==> config.mk <==
export PLATFORM = sky130hd
export DESIGN_NAME = vga_sync_monitor
export DESIGN_NICKNAME = d
export VERILOG_FILES = /design/src/rtl/vga_timing_pkg.sv /design/src/rtl/vga_hline_meter.sv /design/src/rtl/vga_sync_monitor.sv
export SDC_FILE = /design/constraint.sdc
export NUM_CORES = 1
export LEC_CHECK = 0
export ABC_AREA = 1
export BUFFER_PORTS_ARGS = -buffer_cell sky130_fd_sc_hd__buf_2
export CORE_MARGIN = 2
export CORE_UTILIZATION = 35
export DETAILED_ROUTE_END_ITERATION = 6
export HOLD_SLACK_MARGIN = 0.15
export PLACE_DENSITY = 0.53
export SLEW_MARGIN = 20
export SYNTH_ARGS = -nofsm -noshare
export SYNTH_HDL_FRONTEND = slang
export SYNTH_SLANG_ARGS = --single-unit
==> constraint.sdc <==
create_clock -name clk -period 2.6 [get_ports clk]
set_input_delay 0.65 -clock clk [delete_from_list [all_inputs] [get_ports clk]]
set_output_delay 0.65 -clock clk [all_outputs]
set_load 0.01 [all_outputs]
==> src/rtl/vga_timing_pkg.sv <==
// Shared 640x480@60 timing constants, horizontal state encoding and error-flag
// bit positions for the VGA sync monitor.
package vga_timing_pkg;

  localparam int DEF_H_VISIBLE = 640;
  localparam int DEF_H_FRONT   = 16;
  localparam int DEF_H_SYNC    = 96;
  localparam int DEF_H_BACK    = 48;
  localparam int DEF_V_VISIBLE = 480;
  localparam int DEF_V_FRONT   = 10;
  localparam int DEF_V_SYNC    = 2;
  localparam int DEF_V_BACK    = 33;
  localparam int DEF_LOCK_FRAMES = 2;

  localparam int DEF_H_TOTAL = DEF_H_VISIBLE + DEF_H_FRONT + DEF_H_SYNC + DEF_H_BACK;
  localparam int DEF_V_TOTAL = DEF_V_VISIBLE + DEF_V_FRONT + DEF_V_SYNC + DEF_V_BACK;

  typedef logic [2:0] h_state_t;
  localparam h_state_t HS_UNKNOWN = 3'd0;
  localparam h_state_t HS_SYNC    = 3'd1;
  localparam h_state_t HS_BACK    = 3'd2;
  localparam h_state_t HS_VIS     = 3'd3;
  localparam h_state_t HS_FRONT   = 3'd4;

  localparam int ERR_HSYNC  = 0;
  localparam int ERR_HBACK  = 1;
  localparam int ERR_HVIS   = 2;
  localparam int ERR_HFRONT = 3;
  localparam int ERR_VSYNC  = 4;
  localparam int ERR_VTOTAL = 5;

  function automatic logic [10:0] sat_inc11(input logic [10:0] v);
    return (v == 11'h7FF) ? v : v + 11'd1;
  endfunction

  function automatic logic [9:0] sat_inc10(input logic [9:0] v);
    return (v == 10'h3FF) ? v : v + 10'd1;
  endfunction

endpackage

==> src/rtl/vga_hline_meter.sv <==
// Horizontal segment tracker: walks sync/back/visible/front per line, measures
// each segment and strobes width errors; also detects loss of hSync.
module vga_hline_meter
  import vga_timing_pkg::*;
#(
  parameter int H_VISIBLE = DEF_H_VISIBLE,
  parameter int H_FRONT   = DEF_H_FRONT,
  parameter int H_SYNC    = DEF_H_SYNC,
  parameter int H_BACK    = DEF_H_BACK
) (
  input  logic        clk,
  input  logic        reset,
  input  logic        hs_rise,
  input  logic        hs_fall,
  input  logic        vis_rise,
  input  logic        vis_fall,
  output logic [3:0]  h_err,
  output logic        timeout,
  output logic [10:0] meas_h_total
);

  localparam int H_TOTAL = H_VISIBLE + H_FRONT + H_SYNC + H_BACK;
  localparam logic [10:0] SYNC_L    = 11'(H_SYNC);
  localparam logic [10:0] BACK_L    = 11'(H_BACK);
  localparam logic [10:0] VIS_L     = 11'(H_VISIBLE);
  localparam logic [10:0] FRONT_L   = 11'(H_FRONT);
  localparam logic [10:0] TOTAL_L   = 11'(H_TOTAL);
  localparam logic [10:0] TIMEOUT_L = 11'(2 * H_TOTAL);

  h_state_t    state_q, state_d;
  logic [10:0] seg_q, seg_d;
  logic [10:0] line_q, line_d;
  logic [10:0] meas_q, meas_d;
  logic        seen_q, seen_d;

  assign timeout      = (line_q == TIMEOUT_L) && !hs_rise;
  assign meas_h_total = meas_q;

  always_comb begin
    state_d = state_q;
    seg_d   = sat_inc11(seg_q);
    h_err   = 4'b0000;
    case (state_q)
      HS_SYNC: begin
        if (hs_fall) begin
          h_err[ERR_HSYNC] = (seg_q != SYNC_L);
          state_d = HS_BACK;
          seg_d   = 11'd1;
        end else if (vis_rise || vis_fall) begin
          h_err[ERR_HSYNC] = 1'b1;
          state_d = HS_UNKNOWN;
        end
      end
      HS_BACK: begin
        // A rise straight out of the back porch is a vertical-blanking line:
        // only the line length can be judged there.
        if (vis_rise) begin
          h_err[ERR_HBACK] = (seg_q != BACK_L);
          state_d = HS_VIS;
          seg_d   = 11'd1;
        end else if (hs_rise) begin
          h_err[ERR_HFRONT] = (line_q != TOTAL_L);
        end else if (vis_fall || hs_fall) begin
          h_err[ERR_HBACK] = 1'b1;
          state_d = HS_UNKNOWN;
        end
      end
      HS_VIS: begin
        if (vis_fall) begin
          h_err[ERR_HVIS] = (seg_q != VIS_L);
          state_d = HS_FRONT;
          seg_d   = 11'd1;
        end else if (vis_rise || hs_fall || hs_rise) begin
          h_err[ERR_HVIS] = 1'b1;
          state_d = HS_UNKNOWN;
        end
      end
      HS_FRONT: begin
        if (hs_rise) begin
          h_err[ERR_HFRONT] = (seg_q != FRONT_L) || (line_q != TOTAL_L);
        end else if (vis_rise || vis_fall || hs_fall) begin
          h_err[ERR_HFRONT] = 1'b1;
          state_d = HS_UNKNOWN;
        end
      end
      default: ;
    endcase
    // Visible ending on the very clock hSync rises means a zero-length front porch.
    if (hs_rise) begin
      if (state_q == HS_VIS && vis_fall) h_err[ERR_HFRONT] = 1'b1;
      state_d = HS_SYNC;
      seg_d   = 11'd1;
    end
    if (timeout) state_d = HS_UNKNOWN;
    line_d = hs_rise ? 11'd1 : sat_inc11(line_q);
    meas_d = (hs_rise && seen_q) ? line_q : meas_q;
    seen_d = seen_q | hs_rise;
  end

  always_ff @(posedge clk) begin
    if (reset) begin
      state_q <= HS_UNKNOWN;
      seg_q   <= 11'd0;
      line_q  <= 11'd0;
      meas_q  <= 11'd0;
      seen_q  <= 1'b0;
    end else begin
      state_q <= state_d;
      seg_q   <= seg_d;
      line_q  <= line_d;
      meas_q  <= meas_d;
      seen_q  <= seen_d;
    end
  end

endmodule

==> src/rtl/vga_sync_monitor.sv <==
// Loop-back VGA timing checker: measures the incoming sync stream, declares lock
// after clean frames and recovers pixel coordinates.
module vga_sync_monitor
  import vga_timing_pkg::*;
#(
  parameter int H_VISIBLE   = DEF_H_VISIBLE,
  parameter int H_FRONT     = DEF_H_FRONT,
  parameter int H_SYNC      = DEF_H_SYNC,
  parameter int H_BACK      = DEF_H_BACK,
  parameter int V_VISIBLE   = DEF_V_VISIBLE,
  parameter int V_FRONT     = DEF_V_FRONT,
  parameter int V_SYNC      = DEF_V_SYNC,
  parameter int V_BACK      = DEF_V_BACK,
  parameter int LOCK_FRAMES = DEF_LOCK_FRAMES
) (
  input  logic        clk,
  input  logic        reset,
  input  logic        hSync,
  input  logic        vSync,
  input  logic        visible,
  output logic        locked,
  output logic        frameErr,
  output logic [5:0]  errFlags,
  output logic [10:0] measHTotal,
  output logic [10:0] measVTotal,
  output logic [9:0]  xOut,
  output logic [9:0]  yOut,
  output logic        pixValid,
  output logic [10:0] frames
);

  localparam int V_TOTAL = V_VISIBLE + V_FRONT + V_SYNC + V_BACK;
  localparam logic [10:0] V_TOTAL_L = 11'(V_TOTAL);
  localparam logic [10:0] V_SYNC_L  = 11'(V_SYNC);
  localparam logic [10:0] V_VIS_L   = 11'(V_VISIBLE);
  localparam logic [10:0] LOCK_L    = 11'(LOCK_FRAMES);

  logic hs_q, vs_q, vis_q, hs_prev_q, vis_prev_q;
  logic hs_rise, hs_fall, vis_rise, vis_fall, boundary;
  logic [3:0] h_err;
  logic timeout;

  logic        line_vs_q, line_vs_d, line_vis_q, line_vis_d, line_vis_now;
  logic [10:0] v_lines_q, v_lines_d, v_sync_q, v_sync_d, v_vis_q, v_vis_d, vis_lines;
  logic [9:0]  y_cnt_q, y_cnt_d, x_cnt_q, x_cnt_d;
  logic [5:0]  sticky_q, sticky_d, flags;
  logic [1:0]  v_err;
  logic        armed_q, armed_d, locked_q, locked_d, frame_err_q, frame_err_d;
  logic [10:0] run_q, run_d, run_inc;
  logic [5:0]  err_flags_q, err_flags_d;
  logic [10:0] meas_v_q, meas_v_d, frames_q, frames_d;
  logic [9:0]  x_out_q, x_out_d, y_out_q, y_out_d;
  logic        pix_valid_q, pix_valid_d;

  assign hs_rise  = hs_q & ~hs_prev_q;
  assign hs_fall  = ~hs_q & hs_prev_q;
  assign vis_rise = vis_q & ~vis_prev_q;
  assign vis_fall = ~vis_q & vis_prev_q;
  assign boundary = hs_rise & vs_q & ~line_vs_q;

  vga_hline_meter #(
    .H_VISIBLE(H_VISIBLE), .H_FRONT(H_FRONT), .H_SYNC(H_SYNC), .H_BACK(H_BACK)
  ) u_hline (
    .clk(clk), .reset(reset),
    .hs_rise(hs_rise), .hs_fall(hs_fall), .vis_rise(vis_rise), .vis_fall(vis_fall),
    .h_err(h_err), .timeout(timeout), .meas_h_total(measHTotal)
  );

  always_comb begin
    line_vs_d    = line_vs_q;
    line_vis_now = line_vis_q | vis_q;
    line_vis_d   = line_vis_now;
    v_lines_d    = v_lines_q;
    v_sync_d     = v_sync_q;
    v_vis_d      = v_vis_q;
    vis_lines    = line_vis_now ? sat_inc11(v_vis_q) : v_vis_q;
    y_cnt_d      = y_cnt_q;
    sticky_d     = sticky_q | {2'b00, h_err};
    v_err        = 2'b00;
    flags        = 6'b0;
    armed_d      = armed_q;
    run_inc      = (run_q >= LOCK_L) ? LOCK_L : run_q + 11'd1;
    run_d        = run_q;
    locked_d     = locked_q;
    frame_err_d  = 1'b0;
    err_flags_d  = err_flags_q;
    meas_v_d     = meas_v_q;
    frames_d     = frames_q;
    if (hs_rise) begin
      line_vs_d  = vs_q;
      line_vis_d = 1'b0;
      if (boundary) begin
        v_err[0] = (v_sync_q != V_SYNC_L);
        v_err[1] = (v_lines_q != V_TOTAL_L) || (vis_lines != V_VIS_L);
        flags    = sticky_q | {v_err, h_err};
        sticky_d = 6'b0;
        // An unarmed boundary only opens the first measured frame.
        if (armed_q) begin
          err_flags_d = flags;
          meas_v_d    = v_lines_q;
          if (|flags) begin
            frame_err_d = 1'b1;
            run_d       = 11'd0;
            locked_d    = 1'b0;
          end else begin
            run_d = run_inc;
            if (run_inc == LOCK_L) locked_d = 1'b1;
            if (locked_q) frames_d = frames_q + 11'd1;
          end
        end
        armed_d   = 1'b1;
        v_lines_d = 11'd1;
        v_sync_d  = 11'd1;
        v_vis_d   = 11'd0;
        y_cnt_d   = 10'd0;
      end else begin
        v_lines_d = sat_inc11(v_lines_q);
        v_sync_d  = vs_q ? sat_inc11(v_sync_q) : v_sync_q;
        v_vis_d   = vis_lines;
        y_cnt_d   = line_vis_now ? sat_inc10(y_cnt_q) : y_cnt_q;
      end
    end
    if (timeout) begin
      locked_d = 1'b0;
      run_d    = 11'd0;
      armed_d  = 1'b0;
    end
    if (vis_q) begin
      x_out_d = x_cnt_q;
      x_cnt_d = sat_inc10(x_cnt_q);
    end else begin
      x_out_d = 10'd0;
      x_cnt_d = 10'd0;
    end
    y_out_d     = y_cnt_q;
    pix_valid_d = locked_q & vis_q;
  end

  always_ff @(posedge clk) begin
    if (reset) begin
      hs_q <= 1'b0; vs_q <= 1'b0; vis_q <= 1'b0;
      hs_prev_q <= 1'b0; vis_prev_q <= 1'b0;
      line_vs_q <= 1'b0; line_vis_q <= 1'b0;
      v_lines_q <= 11'd0; v_sync_q <= 11'd0; v_vis_q <= 11'd0;
      y_cnt_q <= 10'd0; x_cnt_q <= 10'd0;
      sticky_q <= 6'b0; armed_q <= 1'b0; run_q <= 11'd0;
      locked_q <= 1'b0; frame_err_q <= 1'b0; err_flags_q <= 6'b0;
      meas_v_q <= 11'd0; frames_q <= 11'd0;
      x_out_q <= 10'd0; y_out_q <= 10'd0; pix_valid_q <= 1'b0;
    end else begin
      hs_q <= hSync; vs_q <= vSync; vis_q <= visible;
      hs_prev_q <= hs_q; vis_prev_q <= vis_q;
      line_vs_q <= line_vs_d; line_vis_q <= line_vis_d;
      v_lines_q <= v_lines_d; v_sync_q <= v_sync_d; v_vis_q <= v_vis_d;
      y_cnt_q <= y_cnt_d; x_cnt_q <= x_cnt_d;
      sticky_q <= sticky_d; armed_q <= armed_d; run_q <= run_d;
      locked_q <= locked_d; frame_err_q <= frame_err_d; err_flags_q <= err_flags_d;
      meas_v_q <= meas_v_d; frames_q <= frames_d;
      x_out_q <= x_out_d; y_out_q <= y_out_d; pix_valid_q <= pix_valid_d;
    end
  end

  assign locked     = locked_q;
  assign frameErr   = frame_err_q;
  assign errFlags   = err_flags_q;
  assign measVTotal = meas_v_q;
  assign xOut       = x_out_q;
  assign yOut       = y_out_q;
  assign pixValid   = pix_valid_q;
  assign frames     = frames_q;

endmodule

==> flow_summary.toml <==
[critical_path]
ff2ff_path_depth = 14
criticalPathCategory = "register to register"
crit_end = "frames[8]"
crit_required_ns = 2.92
r2r-start = "v_vis_q[0]"
crit_arrival_ns = 2.61
cp-end-kind = "register"
cp_max_fo = 12
startpoint = "v_vis_q[0]"
crit_path_start_kind = "register"
r2r_setup_slack_ns = 0.31
r2r_end = "frames[8]"

[drt]
route.detailed.drc = 0
via_per_inst = 4.66
vias = 6536
wl_per_cell_um = 12.4
dr.pass1.iters = 5
drtIter0Drc = 379
routed_wl_um = 17400
ant_nets = 0

[grt]
grt_max_degree = 31
grt_overflow = 0
grt_first_pass_wirelength_um = 29000
grt_pass1_vias = 5943
grt_usage = 0.161
antenna_found_initial = 0

[floorplan]
rows = 53
die_w_um = 150
io_pins = 67
initial_core_util = 0.354
core_sq_mm = 0.0210
die_y_um = 150
die_area_sq_mm = 0.0224

[power_and_ir_drop]
ir_drop_uv = 424
p_comb_frac = 0.077
cellPowerDensity_mw_per_mm2 = 644
swShare = 0.272
p_switching_mw = 1.53
p_leak_nw = 3.78
p_seq_frac = 0.463
p_int_mw = 4.09
clock_power_share = 0.461

[sta]
rsz0062_at_grt = "false"
fmax_mhz = 437
fin_tns_setup_ns = 0
setup_viol = 0
timing.final.ws_setup_ns = 0.310
worst_pin_slew_ns = 0.564
fin_skew_ns = 0.0137
slew_headroom = 0.624
slew_viol_final = 0
fin_crit_sh = 0.881
fin_crit_ns = 2.29
hold_viol = 0

[synth]
synth_most_common_cell = "nand2_1"
synth_edf_count = 0
syn_inst = 1039
yosysWarnings = 0
syn-num-nets = 1062
synthDominantCellAreaShare = 0.442
syn_avg_cell_area_sq_um = 7.15
seq_area_frac_synth = 0.442
synthesis.area_sq_mm = 0.00743
yosysTopAreaCell = "dfxtp_1"
synth_flop_cell = "dfxtp_1"
synth_cell_types = 43
synthTopCellsByArea = "dfxtp_1 44%, nand2_1 9.6%, inv_1 8.2%"
synthArstFlopShare = 0
synth_seq_cells = 164
synth_common_cells = "189 x nand2_1, 164 x dfxtp_1, 162 x inv_1"

[run_status]
outcome = "finished clean"

[clock_network]
clock_latency_ns = 0.43
cts_tree = "done"
cts_buffers = 17
post_cts_buffers = 0
cts_resized = 0
path_clk_slew_ns = 0.08
root_buffer = "clkbuf_16"
hold_buffers = 0
cts_buffer_depth = 2
htree_levels = 4
clock_sinks = 164

[place]
port_buffers = 66
dp.final_hpwl_um = 12800
place_area_sq_mm = 0.00811
place_ws_ns = 0.306
gp_congestion = 0.839

[cells_and_area]
antenna_cells = 0
nets = 1138
fin_area_sq_mm = 0.00872
fin_util = 0.416
drive_above_1_share = 0.124
area_delta_synth_final_pct = 17.5
fillers = 2229

[job]
drv_cap = 0

[min_path]
hold_path.class = "register to register"
[per-layer routing]
layer / vias up / global-route usage / share of wire
met5: - / 0 / 0
met1: 2915 / 0.215 / 0.50
met2: 113 / 0.264 / 0.46
li1: 3492 / - / -
met3: 16 / 0.0335 / 0.035
met4: 0 / 0.0439 / 0.011
[sequential cells by signal, indices dropped and copies added, names as in the netlist, 3 cells and up]
register and flops:
yOut 10, u_hline.state_q 3, xOut 10, y_cnt_q 10, x_cnt_q 10, run_q 11
u_hline.meas_h_total 11, v_lines_q 11, u_hline.line_q 11, frames 11, u_hline.seg_q 11, errFlags 6
sticky_q 4, measVTotal 11, v_vis_q 11, v_sync_q 11
[cell families (layout without fill, tap and decap cells)]
kind of cell / Yosys count / count (layout) / share of synthesized area
fa+ha+maj: 18 / 18 / 0.0303
compound gates: 172 / 172 / 0.128
simple gates: 476 / 476 / 0.281
buf+inv: 192 / 281 / 0.0991
flops: 164 / 164 / 0.442
xor+xnor: 17 / 17 / 0.0201
[worst min path at each step]
stage                     from   endpoint  slack (ns)  cells after the start
finish              y_cnt_q[4]    yOut[4]        0.44                      2
global route          run_q[7]   run_q[7]        0.46                      2
CTS                 y_cnt_q[4]    yOut[4]        0.44                      2
detailed placement  y_cnt_q[4]    yOut[4]        0.43                      2
global placement     run_q[10]  run_q[10]        0.43                      2
floorplan           y_cnt_q[4]    yOut[4]        0.42                      2
[power groups by stage]
stage | registers (mW) | clock network (mW) | logic [mW]
2_1_floorplan | 2.65 | 0 | 0.312
3_3_place_gp | 2.65 | 0 | 0.434
3_5_place_dp | 2.65 | 0 | 0.434
4_1_cts | 2.60 | 2.65 | 0.436
5_1_grt | 2.60 | 2.76 | 0.495
6_report | 2.60 | 2.59 | 0.431
[stage by stage]
stage	power (mW)	hold slack, ns	cells
after detailed placement	3.09	0.434	1371
after global placement	3.09	0.434	1371
after global routing	5.86	0.461	1403
after floorplan	2.96	0.416	1039
after CTS	5.68	0.445	1403
final	5.61	0.440	1403
[cell type report]
cell class                 instances  area [sq um]  area share
clock buffer                      17           425      0.0488
clock inverter                    15           185      0.0212
inverter                         167           627      0.0719
multi-input combinational        683          3410       0.391
sequential                       164          3280       0.376
tap                              275           344      0.0394
timing repair buffer              82           450      0.0516
[critical path, cell delays in order (launching register included)]
cell,delay (ns)
dfxtp_1,0.41
ha_1,0.25
inv_1,0.05
nor2_1,0.21
nand3_4,0.17
nand2_1,0.10
nand2_1,0.06
nand2_2,0.09
nand3_1,0.14
nor2_4,0.14
nand3_4,0.09
nor2_4,0.30
nand2_1,0.08
nand2_1,0.07
nor2_1,0.04
[cell usage in the layout (no fill, tap or decap), types with 2 or more instances in the layout]
cell type  instances
nand2_1          189
clkinv_1           2
nand2_2            6
nand3_4            2
nor4_1             5
buf_4             16
ha_1              18
inv_1            162
nand3_2            2
o22ai_1            9
dfxtp_1          164
o21ai_0           61
inv_2              3
nor3_1            34
a211oi_1           7
nand3_1           49
xnor2_1            4
clkbuf_16         17
xor2_1            13
clkinv_8           3
o211ai_1           5
nor2_4             3
a31oi_1            9
inv_6              2
buf_2             66
nor2_2             7
nor2_1           149
a21oi_1           71
nand4_1           26
inv_8              6
Power figures use the tool's default switching activity.
